--- src/rtl/lcd_12864_pkg.sv ---
// ---------------------------------------------------------------------------
// lcd_12864_pkg
// Shared types and constants for the ST7920 12864 LCD read-side engine.
//   rd_state_t     : top-level read FSM states
//   pulse_phase_t  : phases of one E strobe inside lcd_12864_rd_pulse
//   RS_CMD/RS_DATA : register-select encodings (BF/AC read vs RAM data read)
//   T_*_DEF        : default timing in clk cycles at 50 MHz
//   BF_BIT         : busy-flag bit position in a BF/AC read
// ---------------------------------------------------------------------------
package lcd_12864_pkg;

    typedef enum logic [2:0] {
        ST_IDLE,
        ST_POLL,
        ST_CHECK,
        ST_MAIN,
        ST_DONE
    } rd_state_t;

    typedef enum logic [1:0] {
        PH_IDLE,
        PH_SETUP,
        PH_HIGH,
        PH_LOW
    } pulse_phase_t;

    localparam logic RS_CMD  = 1'b0;
    localparam logic RS_DATA = 1'b1;

    localparam int T_AS_DEF     = 4;    // >= 80 ns RS/RW setup
    localparam int T_PW_DEF     = 25;   // 500 ns E high, 500 ns E low
    localparam int POLL_MAX_DEF = 255;

    localparam int BF_BIT = 7;

endpackage

--- src/rtl/lcd_12864_rd_pulse.sv ---
// ---------------------------------------------------------------------------
// lcd_12864_rd_pulse
// Generates one read strobe on the LCD bus: SETUP (T_AS cycles, E low),
// E_HIGH (T_PW cycles), E_LOW (T_PW cycles). The data bus is captured on the
// last E_HIGH cycle. A go pulse restarts the sequence from SETUP at any time,
// including in the final E_LOW cycle, so back-to-back strobes have no gap.
// Ports:
//   clk_50M, rst   : clock, synchronous active-high reset
//   go             : start a strobe (single cycle)
//   rs             : register select for this strobe, latched at go
//   lcd_data_in    : LCD data bus input
//   lcd_e          : registered E strobe
//   lcd_rs         : latched RS, stable for the whole strobe
//   sample         : byte captured at the end of E_HIGH
//   done           : high in the last E_LOW cycle
// T_AS and T_PW must both be at least 1.
// ---------------------------------------------------------------------------
module lcd_12864_rd_pulse
    import lcd_12864_pkg::*;
#(
    parameter int T_AS = T_AS_DEF,
    parameter int T_PW = T_PW_DEF
) (
    input  logic       clk_50M,
    input  logic       rst,
    input  logic       go,
    input  logic       rs,
    input  logic [7:0] lcd_data_in,
    output logic       lcd_e,
    output logic       lcd_rs,
    output logic [7:0] sample,
    output logic       done
);

    localparam int T_MAX = (T_AS > T_PW) ? T_AS : T_PW;
    localparam int CW    = $clog2(T_MAX + 1);
    localparam logic [CW-1:0] AS_LAST = CW'(T_AS - 1);
    localparam logic [CW-1:0] PW_LAST = CW'(T_PW - 1);

    pulse_phase_t  phase_reg;
    logic [CW-1:0] timer_reg;
    logic          e_reg;
    logic          rs_reg;
    logic [7:0]    sample_reg;

    assign lcd_e  = e_reg;
    assign lcd_rs = rs_reg;
    assign sample = sample_reg;
    assign done   = (phase_reg == PH_LOW) && (timer_reg == PW_LAST);

    always_ff @(posedge clk_50M) begin
        if (rst) begin
            phase_reg  <= PH_IDLE;
            timer_reg  <= '0;
            e_reg      <= 1'b0;
            rs_reg     <= 1'b0;
            sample_reg <= '0;
        end else if (go) begin
            phase_reg <= PH_SETUP;
            timer_reg <= '0;
            e_reg     <= 1'b0;
            rs_reg    <= rs;
        end else begin
            case (phase_reg)
                PH_SETUP: begin
                    if (timer_reg == AS_LAST) begin
                        phase_reg <= PH_HIGH;
                        timer_reg <= '0;
                        e_reg     <= 1'b1;
                    end else begin
                        timer_reg <= timer_reg + 1'b1;
                    end
                end
                PH_HIGH: begin
                    if (timer_reg == PW_LAST) begin
                        // ST7920 drives valid data while E is high; latch it
                        // just before E falls.
                        phase_reg  <= PH_LOW;
                        timer_reg  <= '0;
                        e_reg      <= 1'b0;
                        sample_reg <= lcd_data_in;
                    end else begin
                        timer_reg <= timer_reg + 1'b1;
                    end
                end
                PH_LOW: begin
                    if (timer_reg == PW_LAST) begin
                        phase_reg <= PH_IDLE;
                        timer_reg <= '0;
                        rs_reg    <= 1'b0;
                    end else begin
                        timer_reg <= timer_reg + 1'b1;
                    end
                end
                default: begin
                    timer_reg <= '0;
                end
            endcase
        end
    end

endmodule

--- src/rtl/lcd_12864_reader.sv ---
// ---------------------------------------------------------------------------
// lcd_12864_reader
// Read-side engine for the ST7920 12864 LCD 8-bit parallel bus. Performs
// BF/AC reads (RS=0) and DDRAM/GDRAM data reads (RS=1), optionally polling
// the busy flag before the main read. The top level muxes lcd_rs/lcd_rw/lcd_e
// with the write path using bus_own.
// Ports:
//   clk_50M, rst        : 50 MHz clock, synchronous active-high reset
//   rd_req/rd_ready     : request handshake (accept = rd_req & rd_ready)
//   rd_rs, rd_poll      : read type and poll enable, captured at accept
//   rd_valid            : one-cycle result strobe
//   rd_data, rd_busy    : result byte and busy bit (BF/AC reads only)
//   rd_timeout          : busy flag never cleared within POLL_MAX polls
//   bus_own             : engine owns the LCD bus (accept .. rd_valid)
//   lcd_rs/lcd_rw/lcd_e : LCD control lines
//   lcd_data_in         : LCD data bus input side
// Build option: define LCD_DUMMY_READ_EN to issue a discarded dummy strobe
// before every RAM data read.
// ---------------------------------------------------------------------------
module lcd_12864_reader
    import lcd_12864_pkg::*;
#(
    parameter int T_AS     = T_AS_DEF,
    parameter int T_PW     = T_PW_DEF,
    parameter int POLL_MAX = POLL_MAX_DEF
) (
    input  logic       clk_50M,
    input  logic       rst,
    input  logic       rd_req,
    input  logic       rd_rs,
    input  logic       rd_poll,
    output logic       rd_ready,
    output logic       rd_valid,
    output logic [7:0] rd_data,
    output logic       rd_busy,
    output logic       rd_timeout,
    output logic       bus_own,
    output logic       lcd_rs,
    output logic       lcd_rw,
    output logic       lcd_e,
    input  logic [7:0] lcd_data_in
);

`ifdef LCD_DUMMY_READ_EN
    localparam bit DUMMY_EN = 1'b1;
`else
    localparam bit DUMMY_EN = 1'b0;
`endif

    localparam logic [7:0] POLL_LIMIT = 8'(POLL_MAX);

    rd_state_t  state_reg;
    logic [7:0] poll_cnt_reg;
    logic       rs_req_reg;
    logic       dummy_reg;
    logic       rd_ready_reg;
    logic       rd_valid_reg;
    logic [7:0] rd_data_reg;
    logic       rd_busy_reg;
    logic       rd_timeout_reg;
    logic       bus_own_reg;

    logic       go;
    logic       go_rs;
    logic       pulse_done;
    logic [7:0] sample;
    logic       bf;
    logic       poll_more;

    assign bf        = sample[BF_BIT];
    assign poll_more = (poll_cnt_reg < POLL_LIMIT);

    assign rd_ready   = rd_ready_reg;
    assign rd_valid   = rd_valid_reg;
    assign rd_data    = rd_data_reg;
    assign rd_busy    = rd_busy_reg;
    assign rd_timeout = rd_timeout_reg;
    assign bus_own    = bus_own_reg;
    assign lcd_rw     = bus_own_reg;

    // Strobe launch is decoded from the current state so a new pulse starts on
    // the same edge as the state change, keeping strobes back-to-back.
    always_comb begin
        go    = 1'b0;
        go_rs = RS_CMD;
        case (state_reg)
            ST_IDLE: begin
                if (rd_req) begin
                    go    = 1'b1;
                    go_rs = rd_poll ? RS_CMD : rd_rs;
                end
            end
            ST_CHECK: begin
                if (!bf) begin
                    go    = 1'b1;
                    go_rs = rs_req_reg;
                end else if (poll_more) begin
                    go    = 1'b1;
                    go_rs = RS_CMD;
                end
            end
            ST_MAIN: begin
                if (pulse_done && dummy_reg) begin
                    go    = 1'b1;
                    go_rs = rs_req_reg;
                end
            end
            default: ;
        endcase
    end

    always_ff @(posedge clk_50M) begin
        if (rst) begin
            state_reg      <= ST_IDLE;
            poll_cnt_reg   <= '0;
            rs_req_reg     <= RS_CMD;
            dummy_reg      <= 1'b0;
            rd_ready_reg   <= 1'b1;
            rd_valid_reg   <= 1'b0;
            rd_data_reg    <= '0;
            rd_busy_reg    <= 1'b0;
            rd_timeout_reg <= 1'b0;
            bus_own_reg    <= 1'b0;
        end else begin
            rd_valid_reg <= 1'b0;
            case (state_reg)
                ST_IDLE: begin
                    if (rd_req) begin
                        state_reg      <= rd_poll ? ST_POLL : ST_MAIN;
                        poll_cnt_reg   <= '0;
                        rs_req_reg     <= rd_rs;
                        dummy_reg      <= DUMMY_EN && (rd_rs == RS_DATA);
                        rd_ready_reg   <= 1'b0;
                        rd_timeout_reg <= 1'b0;
                        bus_own_reg    <= 1'b1;
                    end
                end
                ST_POLL: begin
                    if (pulse_done) begin
                        state_reg <= ST_CHECK;
                    end
                end
                ST_CHECK: begin
                    if (!bf) begin
                        state_reg <= ST_MAIN;
                    end else if (poll_more) begin
                        poll_cnt_reg <= poll_cnt_reg + 8'd1;
                        state_reg    <= ST_POLL;
                    end else begin
                        // Give up: report the last poll sample as the result.
                        state_reg      <= ST_DONE;
                        rd_valid_reg   <= 1'b1;
                        rd_timeout_reg <= 1'b1;
                        rd_data_reg    <= sample;
                        rd_busy_reg    <= (rs_req_reg == RS_CMD) && bf;
                    end
                end
                ST_MAIN: begin
                    if (pulse_done) begin
                        if (dummy_reg) begin
                            // First RAM strobe after an address set is a dummy.
                            dummy_reg <= 1'b0;
                        end else begin
                            state_reg    <= ST_DONE;
                            rd_valid_reg <= 1'b1;
                            rd_data_reg  <= sample;
                            rd_busy_reg  <= (rs_req_reg == RS_CMD) && bf;
                        end
                    end
                end
                ST_DONE: begin
                    state_reg    <= ST_IDLE;
                    rd_ready_reg <= 1'b1;
                    bus_own_reg  <= 1'b0;
                end
                default: begin
                    state_reg <= ST_IDLE;
                end
            endcase
        end
    end

    lcd_12864_rd_pulse #(
        .T_AS (T_AS),
        .T_PW (T_PW)
    ) u_pulse (
        .clk_50M     (clk_50M),
        .rst         (rst),
        .go          (go),
        .rs          (go_rs),
        .lcd_data_in (lcd_data_in),
        .lcd_e       (lcd_e),
        .lcd_rs      (lcd_rs),
        .sample      (sample),
        .done        (pulse_done)
    );

endmodule

--- config.mk ---
export PLATFORM = sky130hd
export DESIGN_NAME = lcd_12864_reader
export DESIGN_NICKNAME = d
export VERILOG_FILES = /design/src/rtl/lcd_12864_pkg.sv /design/src/rtl/lcd_12864_rd_pulse.sv /design/src/rtl/lcd_12864_reader.sv
export SDC_FILE = /design/constraint.sdc
export NUM_CORES = 1
export LEC_CHECK = 0
export BUFFER_PORTS_ARGS = -buffer_cell sky130_fd_sc_hd__buf_2
export CELL_PAD_IN_SITES_DETAIL_PLACEMENT = 2
export CELL_PAD_IN_SITES_GLOBAL_PLACEMENT = 2
export CORE_ASPECT_RATIO = 1.2
export CORE_UTILIZATION = 36
export CTS_BUF_LIST = sky130_fd_sc_hd__clkbuf_8
export DETAILED_ROUTE_END_ITERATION = 10
export GPL_ROUTABILITY_DRIVEN = 0
export PLACE_DENSITY = 0.93
export RECOVER_POWER = 100
export SLEW_MARGIN = 20
export SYNTH_ARGS = -nofsm -noshare
export SYNTH_HDL_FRONTEND = slang
export SYNTH_HIERARCHICAL = 1
export SYNTH_SLANG_ARGS = --single-unit
--- constraint.sdc ---
create_clock -name clk_50M -period 2.5 [get_ports clk_50M]
set_input_delay 0.125 -clock clk_50M [delete_from_list [all_inputs] [get_ports clk_50M]]
set_output_delay 0.125 -clock clk_50M [all_outputs]
set_load 0.01 [all_outputs]
# Word-level counts from Yosys, hierarchy flattened

Index checks and enable logic that the tools add are counted.
W data, S select, Z words.

Input port bits: 13
Output and inout bits: 16
Bits in registers: 43
Word-level logic and storage cells: 129

Eq/ne operators: 22
Reductions and logical operators: 27
$add $sub $neg: 2
Muxes and demuxes: 59
Order comparisons: 1
Bitwise logic cells: 2

Operator list:

| kind                  | count |
|---|---|
| $mux W8               | 7 |
| $pmux W8 S2           | 2 |
| $mux W1               | 26 |
| $reduce_and A4 Y1     | 5 |
| $mux W3               | 6 |
| $ne A2 B2 Y1 const B  | 7 |
| $pmux W1 S2           | 7 |
| $reduce_bool A2 Y1    | 7 |
| $pmux W3 S4           | 1 |
| $mux W5               | 2 |
| $pmux W5 S2           | 1 |
| $reduce_and A3 Y1     | 3 |
| $add A8 B1 Y8 const B | 1 |
| $lt A8 B8 Y1 const B  | 1 |
| $mux W2               | 4 |
| $eq A3 B2 Y1 const B  | 2 |
| $ne A2 B1 Y1 const B  | 3 |
| $ne A3 B2 Y1 const B  | 2 |
| $pmux W1 S3           | 2 |
| $pmux W2 S3           | 1 |
| $reduce_and A2 Y1     | 3 |
| $add A5 B1 Y5 const B | 1 |
| $eq A5 B2 Y1 const B  | 1 |
| $eq A5 B5 Y1 const B  | 1 |
| 12 further kinds      | 17 |

# Depth between registers and ports, before layout

Gate-level depths: netlist of run 1.

Depth in word-level cells: 7
Depth in mapped cells: 10

# Modules after synthesis

The synthesis of run 1 kept the hierarchy.

Modules (own cells, without submodules):

| module             | cells an instance | sequential area each (sq um) | area an instance (sq um) | instances |
|---|---|---|---|---|
| lcd_12864_reader   | 135               | 500.5                        | 1209.9                   | 1 |
| lcd_12864_rd_pulse | 82                | 340.3                        | 774.5                    | 1 |

# Worst setup path after synthesis of run 1

Ideal clock, no wire load.

Kind: register to register
Start point: reg poll_cnt_reg[0]
End point: reg u_pulse.sample_reg[0] (netlist: u_pulse/sample[0])
Required time: 2.372 ns
Path buffers: 1
Data arrival time: 1.971 ns
Cell stages (with the launch flop): 11
Slack: 0.401 ns
Clock period less this slack: 2.099 ns
Cells stage by stage: dfxtp_1 ha_1 nand4_1 nor2_1 a21o_1 o21ai_0 inv_1 and3_1 buf_2 mux2i_1 nor2_1

Cells in the longest elaborated chain, start to end: 6

Ends and longest elaborated chain:

| what                               | RTL line                 | text |
|---|---|---|
| from (decl)                        | lcd_12864_reader.sv:53   | `logic [7:0] poll_cnt_reg;` |
| from (signal assigned)             | lcd_12864_reader.sv:147  | `poll_cnt_reg <= poll_cnt_reg + 8'd1;` |
| $lt A8 B8 Y1                       | lcd_12864_reader.sv:71   | `assign poll_more = (poll_cnt_reg < POLL_LIMIT);` |
| $mux W1                            | lcd_12864_reader.sv:97   | `end else if (poll_more) begin` |
| $mux W1                            | lcd_12864_reader.sv:94   | `if (!bf) begin` |
| $pmux W1 S3                        | lcd_12864_reader.sv:86   | `case (state_reg)` |
| named net go                       | lcd_12864_reader.sv:63   | `logic go;` |
| $not A1 Y1 (no source line)        | n/a                      |  |
| $reduce_and A3 Y1 (no source line) | n/a                      |  |
| to (signal assigned)               | lcd_12864_rd_pulse.sv:81 | `sample_reg <= lcd_data_in;` |
| to (decl)                          | lcd_12864_rd_pulse.sv:44 | `logic [7:0] sample_reg;` |

The timed path passes the listed nets, and every way through them passes these cells.
A chain may end at the register's enable or synchronous reset.

# Final worst setup path of run 1

Start point: reg state_reg[1]
End point: reg u_pulse.sample_reg[1] (netlist: u_pulse/sample[1])

Cells in the longest elaborated chain, start to end: 4
Elaborated cells between the ends (all ways): 6
Those cells by class: eq/ne (2); mux (1); bitwise (1); reduce/logical (2)

Ends and longest elaborated chain:

| what                                             | RTL line                | text |
|---|---|---|
| from (decl)                                      | lcd_12864_reader.sv:52  | `rd_state_t state_reg;` |
| from (signal assigned)                           | lcd_12864_reader.sv:129 | `state_reg <= rd_poll ? ST_POLL : ST_MAIN;` |
| $eq A3 B2 Y1 or $logic_not A3 Y1 (tied branches) | lcd_12864_reader.sv:86  |  |
| $pmux W1 S3 *                                    | lcd_12864_reader.sv:86  |  |
| named net go                                     | lcd_12864_reader.sv:63  |  |
| $not A1 Y1 (no source line) *                    | n/a                     |  |
| $reduce_and A3 Y1 (no source line) *             | n/a                     |  |

The timed path passes the listed nets; every way through them passes the cells marked *.

==> results of run 1 <==
==> power breakdown <==
part	internal, mW	leakage, nW	switching [mW]
Clock	0.222	0.0472	0.252
Sequential	0.695	0.340	0.0398
Combinational	0.0998	0.417	0.163
==> final timing paths <==
kind / slack, ps / cells past startpoint / end
worst max-delay path: 120 / 8 / u_pulse/sample[1]$_SDFFE_PP0P_
worst min register to register: 470 / 1 / u_pulse/timer_reg[0]$_SDFF_PP0_
worst max register to register: 120 / 8 / u_pulse/sample[1]$_SDFFE_PP0P_
worst min-delay path: 60 / 3 / u_pulse/sample[2]$_SDFFE_PP0P_
==> stage by stage <==
step | power (mW) | instance area [µm²]
finish | 1.473 | 2273
global route | 1.547 | 2273
global placement | 0.9903 | 2197
floorplan | 0.9311 | 1984
detailed placement | 1.009 | 2197
CTS | 1.488 | 2302
==> cell usage after synthesis (2+ instances only) <==
| cell type | number |
|---|---|
| a211oi_1 | 3 |
| a21oi_1 | 10 |
| a31oi_1 | 3 |
| and2_1 | 2 |
| and3_1 | 2 |
| buf_2 | 2 |
| buf_4 | 3 |
| clkbuf_1 | 5 |
| dfxtp_1 | 42 |
| ha_1 | 7 |
| inv_1 | 9 |
| mux2i_1 | 17 |
| nand2_1 | 8 |
| nand2b_1 | 3 |
| nand3_1 | 4 |
| nand3b_1 | 4 |
| nand4_1 | 3 |
| nand4b_1 | 2 |
| nor2_1 | 34 |
| nor2b_1 | 2 |
| nor3_1 | 7 |
| nor3b_1 | 4 |
| o21ai_0 | 8 |
| o31ai_1 | 2 |
| or3_1 | 4 |
| xor2_1 | 2 |
==> worst max-delay path: cells and delay by family, from the launching register on <==
family / cells / cell delay, ps
mux: 1 / 190
compound gates: 2 / 420
flops: 1 / 550
buf+inv: 2 / 320
simple gates: 3 / 750
==> metal layers <==
metal / global-route usage, % / vias to the layer above
met5: 0 / -
met4: 11.45 / 0
met2: 41.70 / 35
met3: 3.883 / 19
li1: - / 831
met1: 22.75 / 891
==> logic make-up (layout without fill, tap and decap cells) <==
kind of cell | after synthesis | after routing | share of synthesized area [%]
xor gates and xnor gates | 3 | 3 | 1.324
muxes | 17 | 17 | 8.575
DFF | 42 | 42 | 42.37
adders and majority gates | 7 | 7 | 4.413
buffers and inverters | 20 | 52 | 4.476
and+or+nand+nor | 88 | 88 | 24.46
AOI/OAI and AO/OA | 40 | 40 | 14.38
==> cells in the final DEF, fill, tap and decap left out, types with 2 or more instances in the layout <==
master,instances
dfxtp_1,42
nor2_1,34
clkbuf_1,18
mux2i_1,17
buf_2,12
a21oi_1,10
inv_1,9
nand2_1,8
nor3_1,8
o21ai_0,7
ha_1,7
clkbuf_8,6
buf_4,5
nand3b_1,4
nor3b_1,4
or3_1,4
nand4_1,3
a31oi_1,3
nand2b_1,3
a211oi_1,3
nand3_1,3
and3_1,2
nand4b_1,2
nor2b_1,2
xor2_1,2
==> final cells by class <==
type,count,area (µm²)
Multi-Input combinational cell,155,1061
Clock inverter,2,12.51
Tap cell,62,77.57
Clock buffer,6,82.58
Inverter,9,33.78
Timing Repair Buffer,35,165.2
Sequential cell,42,840.8
Fill cell,617,3024
==> what timing repair did <==
item,in CTS,in global routing
endpoints found under the setup margin,8,9
pin swaps,1,0
resized for setup,1,3
setup buffers,1,0
==> results.ini, run 1 <==
[clock_network]
h-tree-depth=2
cts_max_path_buffers=2
cts_tree=yes
cts_inserted_buffers=5
clk_latency_ps=300
cts.sinks=42
clkSlewWorstSetupHoldPaths_ps=90
cts_root_buf=clkbuf_8
hold_buffers=0

[global_routing]
antenna_found_initial=0
grt_max_degree=39
grt_usage_pct=22.11
grt_pass1_vias=2044
grt_pass1_wl_um=10090
grt_overflow=0

[setup_path]
critPathKind=reg2reg
worstPathArrival_ps=2540
crit_path_top_delay_cell=dfxtp_1
max_stage_delay_ps=550
crit_start=state_reg[1]$_SDFFE_PP0P_
worstPathRequired_ps=2660
crit_chain=or3b_4 > a21o_1 > o21ai_1 > inv_1 > and3_1 > buf_4 > mux2i_1 > nor2_1
critPathMaxFanout=11
end_kind=flop
rr_startpoint=state_reg[1]$_SDFFE_PP0P_
setup.worst_path.start_class=flop

[pwr]
leakage_nw=0.8037
power_density_nw_per_um2=647.7
ir_worst_vdd_v=0.0003279

[floorplan]
coreArea_um2=5298
start_util_pct=37.46
die_y_um=83.33
die_area_um2=5814
die_x_um=69.78
io_pins=29
rows=29

[detailed_routing]
routed.top_layer=met4
dr.first_iter.drc_count=43
wl_met1_um=2314
wl_met2_um=3408
postRouteAntennaNets=0
drc=0
wl_per_cell_um=19.61
met3WireLength_um=151
via_per_inst=5.711
dr.pass1.iters=4
vias=1776
drt_wl_total_um=6100

[timing]
fmax_mhz=420.8
tns_ps=0
finalClockSkew_ps=10.55
holdWs_ps=58.26
rsz0062_at_grt=no
fin_crit_sh_pct=95.06
fin_crit_ps=2376
setup_viol=0
max_slew_margin_pct=51.99
timing_hold_violations_final=0
fin_ws_ps=123.5
worstMarginPinSlew_ps=720.2
slew_violations=0

[logic_synthesis]
syn_area_um2=1984
synth-seq-cells=42
yosys.area.top_type=dfxtp_1
yosys_warnings=6
synth_area_leaders=dfxtp_1 (42%), mux2i_1 (8.6%), nor2_1 (6.4%)
synthCells=217
async_reset_ff_share_pct=0
synth_flop_cell=dfxtp_1
ys_types=51
netlist.area_leader.share_pct=42.37
synth_nets=237
synth_edf_count=0
ys_seq_area_share_pct=42.37
syn_area_per_cell_um2=9.145

[layout]
num_antenna_cells=0
nets=268
utilization_pct=42.91
final_cells=311
area_growth_pct=14.56
drive_above_1_share_pct=14.46

[placed_design]
dp_slack_ps=58.06
dp_hpwl_um=4102
port_buffers=28
place_inst=302

[outcome]
status=complete, no violations

[hold_path]
hp-class=in2reg
hp-start=lcd_data_in[2]

[job]
max-cap-violations=0

Note: power is estimated with default switching activity, not from simulation.
==> run 2, diff against run 1 <==
==> constraint.sdc (replaced) <==
create_clock -name clk_50M -period 2.65 [get_ports clk_50M]
set_input_delay 0.1325 -clock clk_50M [delete_from_list [all_inputs] [get_ports clk_50M]]
set_output_delay 0.1325 -clock clk_50M [all_outputs]
set_load 0.01 [all_outputs]
==> results.ini, run 2 (same netlist as run 1, synthesis figures left out) <==
[setup_path]
worstPathRequired_ps=2810  ; +150 ps
crit_end=u_pulse/sample[5]$_SDFFE_PP0P_
worstPathArrival_ps=2580  ; +40 ps
critPathKind=reg2reg
r2r-end=u_pulse/sample[5]$_SDFFE_PP0P_
reg2reg_slack_ps=230  ; +110 ps
critPathMaxFanout=8  ; -3
rr_startpoint=poll_cnt_reg[0]$_SDFFE_PP0P_
setup.worst_path.start_class=flop
crit_start=poll_cnt_reg[0]$_SDFFE_PP0P_
reg2reg_depth=9  ; +1
end_kind=flop

[layout]
num_antenna_cells=0  ; unchanged
mostFrequentLayoutCell=dfxtp_1
mostFrequentLayoutCells=dfxtp_1 (42), nor2_1 (35), mux2i_1 (17)
final_cells=308  ; -0.96%
drive_above_1_share_pct=14.23  ; -0.23 points
area_growth_pct=14.75
design_area_um2=2277  ; +0.16%
nets=265  ; -1.1%

[clock_network]
cts_inserted_buffers=5  ; unchanged
cts_tree=yes
cts_setup_buffers=0  ; -1
clkSlewWorstSetupHoldPaths_ps=80  ; about the same
cts.sinks=42  ; unchanged
clk_latency_ps=300  ; about the same
h-tree-depth=2  ; unchanged
cts_root_buf=clkbuf_8
cts_max_path_buffers=2  ; unchanged

[detailed_routing]
postRouteAntennaNets=0  ; unchanged
drt_wl_total_um=5854  ; -4.0%
dr.pass1.iters=4  ; unchanged
wl_per_cell_um=19.01  ; -3.1%
dr.first_iter.drc_count=49  ; +14%
drc=0  ; unchanged
vias=1735  ; -2.3%
via_per_inst=5.633  ; -1.4%

[pwr]
ir_worst_vdd_v=0.0003102  ; -5.4%
leakage_nw=0.8090  ; +0.65%
power_density_nw_per_um2=645.7  ; -0.32%

[timing]
setup_viol=0  ; unchanged
fmax_mhz=413.3  ; -1.8%
worstMarginPinSlew_ps=1062  ; +341.7 ps
timing_hold_violations_final=0  ; unchanged
finalClockSkew_ps=6.336  ; -4.214 ps
rsz0062_at_grt=no
slew_violations=0  ; unchanged
max_slew_margin_pct=28.78  ; -23 points
tns_ps=0  ; unchanged
fin_crit_sh_pct=91.31  ; -3.8 points
fin_ws_ps=230.4  ; +106.9 ps
holdWs_ps=79.05  ; +20.79 ps
fin_crit_ps=2420  ; +43.13 ps

[placed_design]
port_buffers=28  ; unchanged
dp_hpwl_um=4155  ; +1.3%
dpl_cell_area_um2=2182  ; -0.68%
place_inst=300  ; -0.66%
dp_slack_ps=110.0  ; +51.91 ps

[global_routing]
grt_usage_pct=21.46  ; -0.65 points
grt_overflow=0  ; unchanged
grt_max_degree=39  ; unchanged
grt_pass1_vias=1919  ; -6.1%
antenna_found_initial=0  ; unchanged
grt_pass1_wl_um=9832  ; -2.5%

[outcome]
status=complete, no violations

[job]
max-cap-violations=0  ; unchanged

[floorplan]
rows=29  ; unchanged
die_y_um=83.33  ; unchanged
coreArea_um2=5298  ; unchanged
io_pins=29  ; unchanged
die_x_um=69.78  ; unchanged
start_util_pct=37.46  ; unchanged
die_area_um2=5814  ; unchanged

[hold_path]
hp-class=in2reg

-- run 2: final cells by class --
class                   count  area (µm²)
clock buffers               5       68.82
clock inverters             3       45.04
fillers                   612        3020
inverters                   9       33.78
multi-input cells         155        1061
flip-flops and latches     42       840.8
well taps                  62       77.57
repair buffers             32       150.1
-- run 2: worst max-delay path: stages (launching register included) --
cell,delay [ps]
dfxtp_1,380
ha_1,280
nand4_1,150
nor2_1,260
a21o_1,180
o21ai_0,230
inv_1,200
and3_4,310
mux2i_1,230
nor2_1,70
-- run 2: metrics by stage --
stage	total power, mW	util (%)
final	1.470	42.99
after CTS	1.491	43.36
after floorplan	0.8784	-
after global placement	0.9355	41.19
after detailed placement	0.9575	41.19
after global routing	1.545	42.99
-- run 2: worst min path at each step --
stage / slack, ps / startpoint / cells past startpoint / end
finish: 80 / lcd_data_in[2] / 3 / u_pulse/sample[2]$_SDFFE_PP0P_
global route: 80 / lcd_data_in[4] / 3 / u_pulse/sample[4]$_SDFFE_PP0P_
CTS: 70 / lcd_data_in[4] / 3 / u_pulse/sample[4]$_SDFFE_PP0P_
detailed placement: 400 / lcd_data_in[0] / 3 / u_pulse/sample[0]$_SDFFE_PP0P_
global placement: 370 / lcd_data_in[0] / 3 / u_pulse/sample[0]$_SDFFE_PP0P_
floorplan: 270 / rd_rs / 2 / rs_req_reg$_SDFFE_PP0P_
-- run 2: layer usage --
metal  track usage (%)  vias up  part of all wire, %
met5                 0        -                    0
met4             9.455        0                  2.9
met3             3.641       17                  2.7
met2             40.65       33                   57
met1             22.70      862                   37
li1                  -      823                    -
-- run 2: power by group --
part	total [mW]	leakage, nW	internal (mW)	switching [mW]
clock network	0.521	0.0504	0.280	0.240
registers	0.693	0.340	0.656	0.0376
logic	0.256	0.419	0.0941	0.162
total	1.47	0.809	1.03	0.440
-- run 2: repair_timing --
action	in CTS	in global routing
cloned	0	0
gates resized for setup	1	1
hold buffers	0	0
hold endpoints to repair	0	0
setup endpoints to repair	2	7
==> run 3, diff against run 2 <==
==> constraint.sdc (replaced) <==
create_clock -name clk_50M -period 2.6 [get_ports clk_50M]
set_input_delay 0.39 -clock clk_50M [delete_from_list [all_inputs] [get_ports clk_50M]]
set_output_delay 0.39 -clock clk_50M [all_outputs]
set_load 0.01 [all_outputs]
==> results.ini, run 3 (same netlist as run 1, synthesis figures left out) <==
[layout]
num_antenna_cells=0  ; unchanged
mostFrequentLayoutCells=dfxtp_1 (42), nor2_1 (33), mux2i_1 (17)
register_area_um2=840.8  ; unchanged
multi_input_area_um2=1071  ; +0.94%
drive_above_1_share_pct=15.38  ; +1.2 points
area_growth_pct=17.09
fill_cells=610  ; -0.33%
nets=266  ; +0.38%
utilization_pct=43.86  ; +0.87 points
mostFrequentLayoutCell=dfxtp_1

[setup_path]
reg2reg_depth=10  ; +1
end_kind=flop
critPathMaxFanout=8  ; unchanged
crit_path_top_delay_cell=dfxtp_1
critPathKind=reg2reg
crit_chain=ha_1 > nand4_1 > nor2_2 > a21o_1 > o21ai_0 > inv_1 > and3_1 > buf_4 > mux2i_1 > nor2_1
worstPathRequired_ps=2760  ; -50 ps
worstPathArrival_ps=2620  ; +40 ps
max_stage_delay_ps=390  ; about the same
setup.worst_path.start_class=flop

[outcome]
status=complete, no violations

[detailed_routing]
drc=0  ; unchanged
vias=1716  ; -1.1%
postRouteAntennaNets=0  ; unchanged
wl_per_cell_um=18.50  ; -2.6%
via_per_inst=5.553  ; -1.4%
drt_wl_total_um=5718  ; -2.3%
dr.first_iter.drc_count=45  ; -8.2%
dr.pass1.iters=4  ; unchanged

[floorplan]
coreArea_um2=5298  ; unchanged
die_x_um=69.78  ; unchanged
die_area_um2=5814  ; unchanged
die_y_um=83.33  ; unchanged
io_pins=29  ; unchanged
start_util_pct=37.46  ; unchanged
rows=29  ; unchanged

[clock_network]
clkSlewWorstSetupHoldPaths_ps=90  ; about the same
clk_latency_ps=300  ; about the same
cts.sinks=42  ; unchanged
cts_inserted_buffers=5  ; unchanged
cts_root_buf=clkbuf_8
h-tree-depth=2  ; unchanged
cts_max_path_buffers=2  ; unchanged
cts_tree=yes
cts_setup_buffers=0  ; unchanged

[hold_path]
hp-class=in2reg
whs_path_depth=3  ; unchanged

[timing]
fmax_mhz=406.7  ; -1.6%
slew_violations=0  ; unchanged
finalClockSkew_ps=12.38  ; +6.048 ps
fin_crit_ps=2459  ; +39.40 ps
setup_viol=0  ; unchanged
timing_hold_violations_final=0  ; unchanged
worstMarginPinSlew_ps=722.0  ; -339.8 ps
holdWs_ps=341.8  ; +262.7 ps
max_slew_margin_pct=51.87  ; +23 points
fin_crit_sh_pct=94.58  ; +3.3 points

[global_routing]
grt_overflow=0  ; unchanged
grt_max_degree=39  ; unchanged
antenna_found_initial=0  ; unchanged
grt_pass1_wl_um=9556  ; -2.8%
grt_pass1_vias=1880  ; -2.0%
grt_usage_pct=20.98  ; -0.48 points

[pwr]
p_clk_share_pct=40.2  ; +4.8 points
intPower_mw=1.175  ; +14%
ir_worst_vdd_v=0.0002966  ; -4.4%
total_power_mw=1.603  ; +9.0%
seq_power_share_pct=44.0  ; -3.2 points
comb_power_share_pct=15.8  ; -1.6 points
netSwitchingFraction_pct=26.71  ; -3.2 points
power_density_nw_per_um2=689.7  ; +6.8%
net-switching-power_mw=0.4280  ; -2.8%
leakage_nw=0.8402  ; +3.9%

[job]
max-cap-violations=0  ; unchanged

[placed_design]
dp_hpwl_um=4076  ; -1.9%
port_buffers=28  ; unchanged

run 3: what timing repair did:
item / 4_1_cts / 5_1_grt
endpoints found under the setup margin: 0 / 4
hold buffers: 0 / 0
resized for setup: 0 / 1
run 3: layout make-up:
type	count	area share, %
multi-input combinational	155	46.10
sequential	42	36.19
timing repair buffer	33	6.785
clock buffer	6	3.554
tap	62	3.339
clock inverter	2	2.585
inverter	9	1.454
run 3: metal layers:
metal / wire length, µm / up-vias / part of all wire (%) / global-route usage (%)
met5: 0 / - / 0 / 0
met1: 2265 / 855 / 40 / 22.34
met3: 144 / 9 / 2.5 / 4.005
li1: - / 827 / - / -
met2: 3223 / 25 / 56 / 40.47
met4: 85 / 0 / 1.5 / 6.727
run 3: power by group through the flow:
stage	combinational (mW)	clock (mW)	sequential [mW]
final	0.253	0.644	0.706
after global routing	0.283	0.690	0.712
after CTS	0.259	0.666	0.706
after detailed placement	0.250	0	0.720
after global placement	0.237	0	0.717
after floorplan	0.192	0	0.704
run 3: through the flow:
step,cells,area (µm²),setup TNS [ps],worst slack [ps]
after floorplan,217,1984,0,501.0
after global placement,301,2190,0,353.9
after detailed placement,301,2190,0,214.0
after CTS,309,2332,0,227.2
after global routing,309,2323,-255.7,-70.99
final,309,2323,0,141.0
run 3: worst paths after layout:
path / start / slack (ps) / end
worst max-delay path: poll_cnt_reg[0]$_SDFFE_PP0P_ / 140 / u_pulse/sample[4]$_SDFFE_PP0P_
worst min register to register: u_pulse/timer_reg[0]$_SDFF_PP0_ / 470 / u_pulse/timer_reg[0]$_SDFF_PP0_
worst max register to register: poll_cnt_reg[0]$_SDFFE_PP0P_ / 140 / u_pulse/sample[4]$_SDFFE_PP0P_
worst min-delay path: lcd_data_in[1] / 340 / u_pulse/sample[1]$_SDFFE_PP0P_
run 3: worst max-delay path: cells and delay by family, from the launching register on:
kind,cells,cell delay [ps]
AND/OR/NAND/NOR,4,790
flip-flops,1,390
buffers and inverters,2,330
AO/OA/AOI/OAI,2,320
multiplexers,1,280
adder cells (fa/ha/maj),1,210
